<file path="src/rtl/elevator_if.sv">
// Call/status bundle between the call-button synchroniser bank and elevator_ctrl.
// ELEV_HOLD_EN adds the door hold input.
interface elevator_if #(
  parameter int FLOORS = 8
);
  localparam int FW = $clog2(FLOORS);

  logic [FLOORS-1:0] call;
`ifdef ELEV_HOLD_EN
  logic              hold;
`endif
  logic [FW-1:0]     floor;
  logic              dir_up;
  logic              moving;
  logic              door_open;
  logic              red;
  logic              green;
  logic [FLOORS-1:0] pending;

`ifdef ELEV_HOLD_EN
  modport master (output call, output hold,
                  input floor, input dir_up, input moving, input door_open,
                  input red, input green, input pending);
  modport slave  (input call, input hold,
                  output floor, output dir_up, output moving, output door_open,
                  output red, output green, output pending);
`else
  modport master (output call,
                  input floor, input dir_up, input moving, input door_open,
                  input red, input green, input pending);
  modport slave  (input call,
                  output floor, output dir_up, output moving, output door_open,
                  output red, output green, output pending);
`endif
endinterface

</file>
<file path="src/rtl/elevator_ctrl.sv">
// N-floor SCAN elevator controller with latched calls and timed door service.
// Optional feature macro: ELEV_HOLD_EN (door hold input on the interface).
module elevator_ctrl #(
  parameter int FLOORS = 8,
  parameter int TRAVEL = 4,
  parameter int DOOR   = 3
) (
  input logic       clk,
  input logic       reset,
  elevator_if.slave bus
);
  localparam int FW   = $clog2(FLOORS);
  localparam int TMAX = (TRAVEL > DOOR) ? TRAVEL : DOOR;
  localparam int TW   = ($clog2(TMAX + 1) > 4) ? $clog2(TMAX + 1) : 4;
  localparam logic [TW-1:0] T_TRAVEL = TW'(TRAVEL);
  localparam logic [TW-1:0] T_DOOR   = TW'(DOOR);
  localparam logic [TW-1:0] T_ONE    = TW'(1);

  typedef enum logic [1:0] {S_IDLE, S_MOVE, S_DOOR} state_t;

  state_t            state_reg;
  logic [FW-1:0]     floor_reg;
  logic              dir_up_reg;
  logic [FLOORS-1:0] pending_reg;
  logic [TW-1:0]     timer_reg;
  logic              moving_reg;
  logic              door_open_reg;

  logic [FW-1:0]     step_floor;
  logic [FLOORS-1:0] above_cur, below_cur, above_step, below_step;
  logic [FLOORS-1:0] call_eff, clear;
  logic              ahead_cur, behind_cur, ahead_step;
  logic              arrive, reload;

  // Per-floor masks of floors strictly above/below the current and the next floor.
  generate
    for (genvar gi = 0; gi < FLOORS; gi++) begin : g_mask
      assign above_cur[gi]  = gi > int'(floor_reg);
      assign below_cur[gi]  = gi < int'(floor_reg);
      assign above_step[gi] = gi > int'(step_floor);
      assign below_step[gi] = gi < int'(step_floor);
    end
  endgenerate

  assign step_floor = dir_up_reg ? floor_reg + FW'(1) : floor_reg - FW'(1);
  assign ahead_cur  = dir_up_reg ? |(pending_reg & above_cur) : |(pending_reg & below_cur);
  assign behind_cur = dir_up_reg ? |(pending_reg & below_cur) : |(pending_reg & above_cur);
  assign ahead_step = dir_up_reg ? |(pending_reg & above_step) : |(pending_reg & below_step);
  assign arrive     = (state_reg == S_MOVE) && (timer_reg == T_ONE);

`ifdef ELEV_HOLD_EN
  assign reload = bus.call[floor_reg] | bus.hold;
`else
  assign reload = bus.call[floor_reg];
`endif

  // The served floor's bit is cleared on the serving edge, overriding a same-edge call;
  // a call to the open floor only extends the door and is never latched.
  always_comb begin
    call_eff = bus.call;
    clear    = '0;
    case (state_reg)
      S_IDLE:  if (pending_reg[floor_reg]) clear = FLOORS'(1) << floor_reg;
      S_MOVE:  if (arrive && pending_reg[step_floor]) clear = FLOORS'(1) << step_floor;
      S_DOOR:  call_eff[floor_reg] = 1'b0;
      default: ;
    endcase
  end

  always_ff @(posedge clk) begin
    if (!reset) begin
      state_reg     <= S_IDLE;
      floor_reg     <= '0;
      dir_up_reg    <= 1'b1;
      pending_reg   <= '0;
      timer_reg     <= '0;
      moving_reg    <= 1'b0;
      door_open_reg <= 1'b0;
    end else begin
      pending_reg <= (pending_reg | call_eff) & ~clear;
      case (state_reg)
        S_IDLE: begin
          if (pending_reg[floor_reg]) begin
            state_reg     <= S_DOOR;
            timer_reg     <= T_DOOR;
            door_open_reg <= 1'b1;
          end else if (ahead_cur) begin
            state_reg  <= S_MOVE;
            timer_reg  <= T_TRAVEL;
            moving_reg <= 1'b1;
          end else if (behind_cur) begin
            dir_up_reg <= ~dir_up_reg;
            state_reg  <= S_MOVE;
            timer_reg  <= T_TRAVEL;
            moving_reg <= 1'b1;
          end
        end
        S_MOVE: begin
          if (arrive) begin
            floor_reg <= step_floor;
            if (pending_reg[step_floor]) begin
              state_reg     <= S_DOOR;
              timer_reg     <= T_DOOR;
              moving_reg    <= 1'b0;
              door_open_reg <= 1'b1;
            end else if (ahead_step) begin
              timer_reg <= T_TRAVEL;
            end else begin
              state_reg  <= S_IDLE;
              timer_reg  <= '0;
              moving_reg <= 1'b0;
            end
          end else begin
            timer_reg <= timer_reg - T_ONE;
          end
        end
        S_DOOR: begin
          if (reload) begin
            timer_reg <= T_DOOR;
          end else if (timer_reg == T_ONE) begin
            state_reg     <= S_IDLE;
            timer_reg     <= '0;
            door_open_reg <= 1'b0;
          end else begin
            timer_reg <= timer_reg - T_ONE;
          end
        end
        default: begin
          state_reg     <= S_IDLE;
          timer_reg     <= '0;
          moving_reg    <= 1'b0;
          door_open_reg <= 1'b0;
        end
      endcase
    end
  end

  // An arrival step must never leave the shaft.
  assert property (@(posedge clk) disable iff (!reset)
    arrive |-> (dir_up_reg ? (int'(floor_reg) < FLOORS - 1) : (floor_reg != '0)));

  assign bus.floor     = floor_reg;
  assign bus.dir_up    = dir_up_reg;
  assign bus.moving    = moving_reg;
  assign bus.door_open = door_open_reg;
  assign bus.red       = ~door_open_reg;
  assign bus.green     = door_open_reg;
  assign bus.pending   = pending_reg;
endmodule

</file>
<file path="src/flat_wrapper.sv">
// flat-port wrapper written by rule: the top's interface ports become plain ports
module elevator_ctrl_flat 
#(
  parameter int FLOORS = 8,
  parameter int TRAVEL = 4,
  parameter int DOOR   = 3
)
  (clk, reset, bus_call, bus_floor, bus_dir_up, bus_moving, bus_door_open, bus_red, bus_green, bus_pending);
  elevator_if #(.FLOORS(FLOORS)) bus_i ();
  input logic clk;
  input logic reset;
  input wire logic [$bits(bus_i.call)-1:0] bus_call;
  output wire logic [$bits(bus_i.floor)-1:0] bus_floor;
  output wire logic [$bits(bus_i.dir_up)-1:0] bus_dir_up;
  output wire logic [$bits(bus_i.moving)-1:0] bus_moving;
  output wire logic [$bits(bus_i.door_open)-1:0] bus_door_open;
  output wire logic [$bits(bus_i.red)-1:0] bus_red;
  output wire logic [$bits(bus_i.green)-1:0] bus_green;
  output wire logic [$bits(bus_i.pending)-1:0] bus_pending;
  assign bus_i.call = bus_call;
  assign bus_floor = bus_i.floor;
  assign bus_dir_up = bus_i.dir_up;
  assign bus_moving = bus_i.moving;
  assign bus_door_open = bus_i.door_open;
  assign bus_red = bus_i.red;
  assign bus_green = bus_i.green;
  assign bus_pending = bus_i.pending;
  elevator_ctrl #(.FLOORS(FLOORS), .TRAVEL(TRAVEL), .DOOR(DOOR)) u_core (.clk(clk), .reset(reset), .bus(bus_i));
endmodule
</file>
<file path="config.mk">
export PLATFORM = sky130hd
export DESIGN_NAME = elevator_ctrl_flat
export DESIGN_NICKNAME = d
export VERILOG_FILES = /design/src/rtl/elevator_if.sv /design/src/rtl/elevator_ctrl.sv /design/src/flat_wrapper.sv
export SDC_FILE = /design/constraint.sdc
export NUM_CORES = 1
export LEC_CHECK = 0
export BUFFER_PORTS_ARGS = -buffer_cell sky130_fd_sc_hd__buf_4
export CORE_ASPECT_RATIO = 0.8
export CORE_MARGIN = 3
export CORE_UTILIZATION = 62
export CTS_CLUSTER_SIZE = 12
export DETAILED_ROUTE_END_ITERATION = 16
export PLACE_DENSITY = 0.85
export SETUP_SLACK_MARGIN = 0.02
export SYNTH_ARGS = -nofsm -noshare
export SYNTH_HDL_FRONTEND = slang
export SYNTH_SLANG_ARGS = --single-unit
</file>
<file path="constraint.sdc">
create_clock -name clk -period 4.22 [get_ports clk]
set_input_delay 0.211 -clock clk [delete_from_list [all_inputs] [get_ports clk]]
set_output_delay 0.211 -clock clk [all_outputs]
set_load 0.01 [all_outputs]
</file>
# Yosys cells after proc, flatten, opt, wreduce, memory -nomap -nowiden
# Index checks and enable logic that the tools add are counted.
# classes
add_sub_neg	3
n_div	0
n_bitwise	14
reduce_logical	13
n_eq_ne	12
n_lt_le_gt_ge	31
shifts	2
multipliers	0
mux	47
# op_table
cell	count
bitwise AND 8 bit	4
OR reduction 8 bit	4
two-way mux 4 bit	7
> comparator 3 bit (first input constant)	8
two-way mux 8 bit	3
less-than comparator 3 bit (first input constant)	6
two-way mux 1 bit	18
bitwise AND 8 x 7 -> 8 bit	2
two-way mux 2 bit	8
NOT 8 bit	2
case mux 8 bit (2 select lines)	1
left shift 1 x 3 -> 8 bit (first input constant)	2
AND reduction 5 bit	3
> comparator 2 x 3 -> 1 bit (first input constant)	4
less-than comparator 1 x 3 -> 1 bit (first input constant)	4
less-than comparator 2 x 3 -> 1 bit (first input constant)	4
case mux 4 bit (3 select lines)	1
binary-select mux 1 bit (select 3 bit)	3
less-than comparator 3 x 4 -> 1 bit (second input constant)	2
OR 8 bit	1
> comparator 1 x 3 -> 1 bit (first input constant)	2
two-way mux 3 bit	2
inequality test 2 x 1 -> 1 bit (second input constant)	3
inequality test 2 bit (second input constant)	3
18 further kinds	25
# totals
ramBits	0
output_inout_bits	16
n_memories	0
ff_bits	20
latch_bits	0
word_cells	129
romBits	0

# Logic depth before layout (Yosys ltp)
# Gate-level depths: netlist of the first run.
# depth
word_depth	10
depth_mapped	10
depth_no_buf	8

# Least setup slack after synthesis of the first run
# Ideal clock, no wire load.
# synth_timing
path_kind	register -> register
startpoint	reg u_core.floor_reg[0], in the netlist u_core.bus.floor[0]
endpoint	reg u_core.pending_reg[2], in the netlist u_core.bus.pending[2]
setup_slack_ps	1738
period_less_slack_ps	2482
arrival_ps	2337
n_path_buf	1
t_required_ps	4075
setup_time_ps	145
path_stages_with_launch	9
path_cell_list	dfxtp_1 inv_1 clkbuf_1 ha_1 xor2_2 o21ai_2 mux4_2 nor3_1 a221oi_1
# synth_via
elab_chain_len	9
word_cells_on_any_way	24
# synth_lines
item	line	source
from (decl)	elevator_ctrl.sv:22	logic [FW-1:0] floor_reg;
from (signal assigned)	elevator_ctrl.sv:100	floor_reg <= step_floor;
subtractor 3 x 1 -> 3 bit (tied with other cells)	elevator_ctrl.sv:45	assign step_floor = dir_up_reg ? floor_reg + FW'(1) : floor_reg - FW'(1);
two-way mux 3 bit or logical AND 1 bit (tied branches)	elevator_ctrl.sv:45, elevator_ctrl.sv:65	
binary-select mux 1 bit (select 3 bit) or two-way mux 1 bit (tied branches)	elevator_ctrl.sv:64, elevator_ctrl.sv:65	
two-way mux 1 bit (implied by the code) or demux 1 bit (select 3 bit) (tied branches)	-	
logical AND 1 bit or NOT 8 bit (tied branches)	-	
two-way mux 8 bit or bitwise AND 8 bit (tied branches)	-	
case mux 8 bit (2 select lines) or two-way mux 8 bit (tied branches)	elevator_ctrl.sv:62	case (state_reg)
NOT 8 bit or OR 8 bit (tied branches)	elevator_ctrl.sv:80	pending_reg <= (pending_reg | call_eff) & ~clear;
bitwise AND 8 bit *	elevator_ctrl.sv:80	
to (signal assigned)	elevator_ctrl.sv:80	
to (decl)	elevator_ctrl.sv:24	logic [FLOORS-1:0] pending_reg;
# Mark *: on every way between the ends. The rest lies on a longest branch, timed or not. The select of a mux whose other input is x is not followed.
# A chain may end at the register's enable or synchronous reset.

# Worst setup path after layout of the first run
# layout_timing
startpoint	reg u_core.floor_reg[1], in the netlist u_core.bus.floor[1]
endpoint	reg u_core.pending_reg[6], in the netlist u_core.bus.pending[6]
# Same word-level chain as after synthesis.

==> metrics.txt, run 1 <==
Synth top cells by count=21 x nand2_1, 20 x dfxtp_1, 18 x a21oi_1; DIE HEIGHT=54.27 um; setup TNS=0 ns; CP required=4.40 ns; clk_skew=0.007372 ns; Crit. End Element=register; number of global-route vias before repair=1,698; Synth top area share=0.2218; crit-path cells=inv_1 > ha_1 > xor2_1 > mux4_2 > nor3_1 > a221oi_1; cts repair resizes=0; clk buf depth=2; Fin. Hold Viols=0; die area=0.003600 mm2; setup bufs post-CTS=0; Tmin final=3.148 ns; Largest register FFs=8; Synth async-reset ratio=0; TritonCTS Buffers=3; Buf+Inv Stages, Crit Path=1; top cells by area, synth=dfxtp_1 22%, ha_1 6.2%, a21oi_1 5.0%; Worst Hold Class=input pin to register; cell area after synthesis=0.001805 mm2; GRT overflow=0; initial antenna violation count=0; Post-synth top flop=dfxtp_1; Worst-path clk slew=0.12 ns; Final Max Slew Viols=0; Top delay family on crit path=flip-flops; Leakage=0.0007789 uW; latest clock arrival within the worst-skew pair=0.31 ns; Core Box Area=0.002603 mm2; Syn Nets=243; Worst VDD drop=0.4572 mV; #FFs+latches synth=20; vias per std cell=6.866; fill cell count=181; Startpoint Class=register; RSZ-0062 raised after global routing=false; number of routed nets with antenna violations=0; initial core utilization=0.6938; Finished Core Util=0.7764; Cells after DPL=272; DRT iter0 DRCs=318; area leader, netlist=dfxtp_1; Worst Tran Pin Value=0.6854 ns; CP max stage cell=dfxtp_1; pin count of the biggest net entering global routing=24; Layout area overhead=11.92%; critical path peak fanout=19; Via Count=1,895; Synthesis Warnings=0; TritonCTS clock tree=yes; CTS Root Cell=clkbuf_4; Final Setup Violations=0; std cell rows=16; r2r setup slk=1.07 ns; number of top-level pins=26; CP max stage delay=0.79 ns; Seq/Total Area, Yosys=0.2218; Routed WL=5302 um; CTS H-tree lvls=1; Max Fclk=0.3176 GHz; Post-Layout Cell Count=276; WL/cell=19.21 um; syn avg cell area=8.060 um2; first-pass GRT wire length=8562 um; Rel. slew slack=0.5425; worst path arrival time=3.33 ns; synth unique cells=57; # DRC=0; die width=66.34 um; share of cells above drive strength 1=0.1875; IO buf count=25; max_cap viols=0; Gate Count Post-Synth=224; Final #Nets=260; Post-CTS Hold Fix Bufs=0; period utilization=0.7461; worst hold margin=0.1779 ns; number of flops mapped to enable cells by yosys=0; drt first pass iters=5; most instantiated library cell after synthesis=nand2_1; n_diodes=0; Cell Pwr Density=453.0 mW/mm2; # clock sinks=20; hpwl dp=3859 um; status=complete, no violations; GRT Total Usage=0.3148; Crit Path Category=register to register; RePlAce Congestion=0.9977
placed cells by master (no fill, tap or decap), types with 4 or more instances in the layout:
| cell type | n |
|---|---|
| a211oi_1 | 5 |
| a21oi_1 | 18 |
| a221oi_1 | 8 |
| a31oi_1 | 6 |
| buf_4 | 27 |
| dfxtp_1 | 20 |
| ha_1 | 9 |
| inv_1 | 10 |
| mux2i_1 | 5 |
| nand2_1 | 21 |
| nand2b_1 | 11 |
| nand3_1 | 5 |
| nor2_1 | 11 |
| nor2b_1 | 6 |
| nor3_1 | 4 |
| o21a_1 | 5 |
| o21ai_0 | 13 |
| o221ai_1 | 5 |
where the power goes:
part           switching, uW  internal (uW)  total (uW)  leakage, uW
Clock                   63.7           96.0         160    0.0000279
Combinational            249            199         448     0.000585
Sequential              77.3            230         308     0.000166
layout make-up:
type                    instances  area, um2  area share
multi-input cells             178       1279      0.6328
flip-flops and latches         20      400.4      0.1981
repair buffers                 27      202.7      0.1003
well taps                      36      45.04     0.02229
inverters                      11      41.29     0.02043
clock inverters                 1      30.03     0.01486
clock buffers                   3      22.52     0.01115
logic make-up after synthesis:
group / synth area share
muxes: 0.07969
xor gates and xnor gates: 0.02357
AOI/OAI and AO/OA: 0.3181
and+or+nand+nor: 0.2245
adders and majority gates: 0.06237
buffers and inverters: 0.06999
DFF: 0.2218
final timing paths:
path | startpoint | end | cells after the start
setup reg to reg | u_core.bus.floor[1] | u_core.bus.pending[6] | 6
setup / recovery | u_core.bus.floor[1] | u_core.bus.pending[6] | 6
hold / removal | reset | u_core.bus.dir_up | 2
hold reg to reg | u_core.timer_reg[3] | u_core.timer_reg[3] | 1
stage by stage:
stage	total power, uW	cell area [um2]	setup slack (ns)
2_1_floorplan	623.6	1805	1.738
3_3_place_gp	722.4	1968	1.340
3_5_place_dp	734.9	1968	1.197
4_1_cts	901.4	2021	1.171
5_1_grt	964.7	2021	0.7792
6_report	915.4	2021	1.072
layer usage:
layer / vias up / wire length (um) / global-route usage
met5: - / 0 / 0
li1: 870 / - / -
met4: 0 / 47 / 0.06081
met1: 849 / 2178 / 0.4710
met3: 10 / 815 / 0.05133
met2: 166 / 2261 / 0.4794
(Power assumes the default switching activity.)
==> run 2, diff against run 1 <==
- CORE_UTILIZATION: 62 -> 52
- PLACE_DENSITY: 0.85 -> 0.76
- clock period: 4.22 -> 2.8 ns (I/O delays scaled with it)
==> run 2 against run 1 <==
Compared with the run above: non-clock buffer count grew 9; global-route usage is 5.0 points lower; worst hold slack worse by 0.017 ns; sequential share of layout area decreased by 0.71 points; worst setup slack got worse by 0.72 ns; count of clock-buffer cells in the layout up 1; register-to-register slack lost 0.72 ns; die area up 17%.
==> metrics.txt, run 2 (synthesis results as in run 1) <==
status=complete, no violations (unchanged); Cell Pwr Density=648.4 mW/mm2 (was 453.0 mW/mm2); Reg area=400.4 um2 (unchanged); drt first pass iters=5 (unchanged); worst path arrival time=2.62 ns (was 3.33 ns); number of routed nets with antenna violations=0 (unchanged); Worst VDD drop=0.4346 mV (was 0.4572 mV); number of global-route vias before repair=1,689 (was 1,698); CTS Root Cell=clkbuf_8 (was clkbuf_4); pin count of the biggest net entering global routing=17 (was 24); CP required=2.97 ns (was 4.40 ns); CTS H-tree lvls=1 (unchanged); GRT Total Usage=0.2649 (was 0.3148); Final Setup Violations=0 (unchanged); DP Worst Slack=0.4045 ns (was 1.197 ns); Post-CTS Hold Fix Bufs=0 (unchanged); DRT iter0 DRCs=217 (was 318); Clock Power Share=0.169 (was 0.175); fill cell count=262 (was 181); r2r worst-path depth=8 (was 6); Startpoint Class=register (unchanged); setup TNS=0 ns (unchanged); Core Box Area=0.003198 mm2 (was 0.002603 mm2); RePlAce Congestion=0.9650 (was 0.9977); Flop pwr share=0.336 (about the same); Worst Tran Pin Value=0.6002 ns (was 0.6854 ns); std cell rows=18 (was 16); Placed Area=0.002041 mm2 (was 0.001968 mm2); most frequent cells in the layout=36 x buf_4, 21 x nand2_1, 20 x dfxtp_1, 18 x a21oi_1, 13 x o21ai_0 (was 27 x buf_4, 21 x nand2_1, 20 x dfxtp_1, 18 x a21oi_1, 13 x o21ai_0); first-pass GRT wire length=8742 um (was 8562 um); hpwl dp=4012 um (was 3859 um); Fin. Hold Viols=0 (unchanged); Leakage=0.0008246 uW (was 0.0007789 uW); Logic pwr share=0.496 (was 0.489); Multi-input gate area=0.001279 mm2 (unchanged); die width=71.88 um (was 66.34 um); Largest register FFs=8 (unchanged); Final Max Slew Viols=0 (unchanged); CP max stage cell=ha_1 (was dfxtp_1); WL/cell=18.34 um (was 19.21 um); GRT overflow=0 (unchanged); Switch Pwr=574.3 uW (was 390.4 uW); CP Depth=8 (was 6); Pint=784.6 uW (was 525.1 uW); Crit Path Category=register to register (unchanged); clk_skew=0.01543 ns (was 0.007372 ns); setup ws final=0.3479 ns (was 1.072 ns); Tmin final=2.452 ns (was 3.148 ns); # DRC=0 (unchanged); leading cell type in the layout, fill and taps excluded=buf_4 (unchanged); vias per std cell=6.585 (was 6.866); setup bufs post-CTS=0 (unchanged); Worst Hold Class=input pin to register (unchanged); crit-path cells=inv_1 > ha_1 > nand2b_1 > o22ai_1 > a21oi_1 > o21ai_0 > nand4_1 > a211oi_1 (was inv_1 > ha_1 > xor2_1 > mux4_2 > nor3_1 > a221oi_1); initial antenna violation count=0 (unchanged); Layout area overhead=16.08% (was 11.92%); TritonCTS clock tree=yes (unchanged); Worst-path clk slew=0.09 ns (was 0.12 ns); Switching Fraction=0.4226 (was 0.4264); Top delay family on crit path=compound AO/OA/AOI/OAI gates (was flip-flops); TritonCTS Buffers=3 (unchanged); Final #Nets=269 (was 260); latest clock arrival within the worst-skew pair=0.27 ns (was 0.31 ns); number of top-level pins=26 (unchanged); Via Count=1,903 (was 1,895); Buf+Inv Stages, Crit Path=1 (unchanged); IO buf count=25 (unchanged); worst hold margin=0.1608 ns (was 0.1779 ns); die area=0.004220 mm2 (was 0.003600 mm2); clk buf depth=2 (unchanged); period utilization=0.8758 (was 0.7461); initial core utilization=0.5646 (was 0.6938); Hold Path Depth=2 (unchanged); max_cap viols=0 (unchanged); Routed WL=5299 um (was 5302 um); Final Instance Area=0.002096 mm2 (was 0.002021 mm2); share of cells above drive strength 1=0.2169 (was 0.1875); n_diodes=0 (unchanged); CP max stage delay=0.53 ns (was 0.79 ns); DIE HEIGHT=58.71 um (was 54.27 um); Max Fclk=0.4078 GHz (was 0.3176 GHz); critical path peak fanout=11 (was 19); # clock sinks=20 (unchanged); Rel. slew slack=0.5990 (was 0.5425); cts repair resizes=0 (unchanged); RSZ-0062 raised after global routing=false (unchanged); Crit. End Element=register (unchanged)
[run 2: worst paths after layout]
check | to | slack (ns) | from
max | u_core.bus.moving | 0.35 | u_core.bus.floor[1]
min | u_core.bus.dir_up | 0.16 | reset
min reg2reg | u_core.timer_reg[3] | 0.49 | u_core.timer_reg[3]
max reg2reg | u_core.bus.moving | 0.35 | u_core.bus.floor[1]
[run 2: metal layers]
| metal | vias up | global-route usage | wire, um |
|---|---|---|---|
| li1 | 890 | - | - |
| met1 | 870 | 0.3975 | 2466 |
| met2 | 129 | 0.3822 | 2191 |
| met3 | 14 | 0.06314 | 559 |
| met4 | 0 | 0.05898 | 82 |
| met5 | - | 0 | 0 |
[run 2: power groups by stage]
stage | Sequential (uW) | Clock (uW) | Combinational, uW
floorplan | 409 | 0 | 530
global placement | 460 | 0 | 650
detailed placement | 459 | 0 | 655
CTS | 453 | 229 | 663
global route | 469 | 240 | 742
finish | 456 | 229 | 674
[run 2: final cells by class]
cell class / count / share of cell area
Multi-Input combinational cell: 178 / 0.6102
Sequential cell: 20 / 0.1910
Timing Repair Buffer: 36 / 0.1290
Clock buffer: 4 / 0.02627
Tap cell: 40 / 0.02388
Inverter: 11 / 0.01970
[run 2: stage by stage]
step	util	instances	power [uW]
2_1_floorplan	-	224	939.8
3_3_place_gp	0.6381	285	1110
3_5_place_dp	0.6381	285	1114
4_1_cts	0.6553	289	1345
5_1_grt	0.6553	289	1451
6_report	0.6553	289	1359
[run 2: worst register-to-register path, stage by stage, from the launching register on]
cell and delay, ns:
dfxtp_1 0.44, inv_1 0.16, ha_1 0.53, nand2b_1 0.09, o22ai_1 0.23, a21oi_1 0.09
o21ai_0 0.29, nand4_1 0.26, a211oi_1 0.26
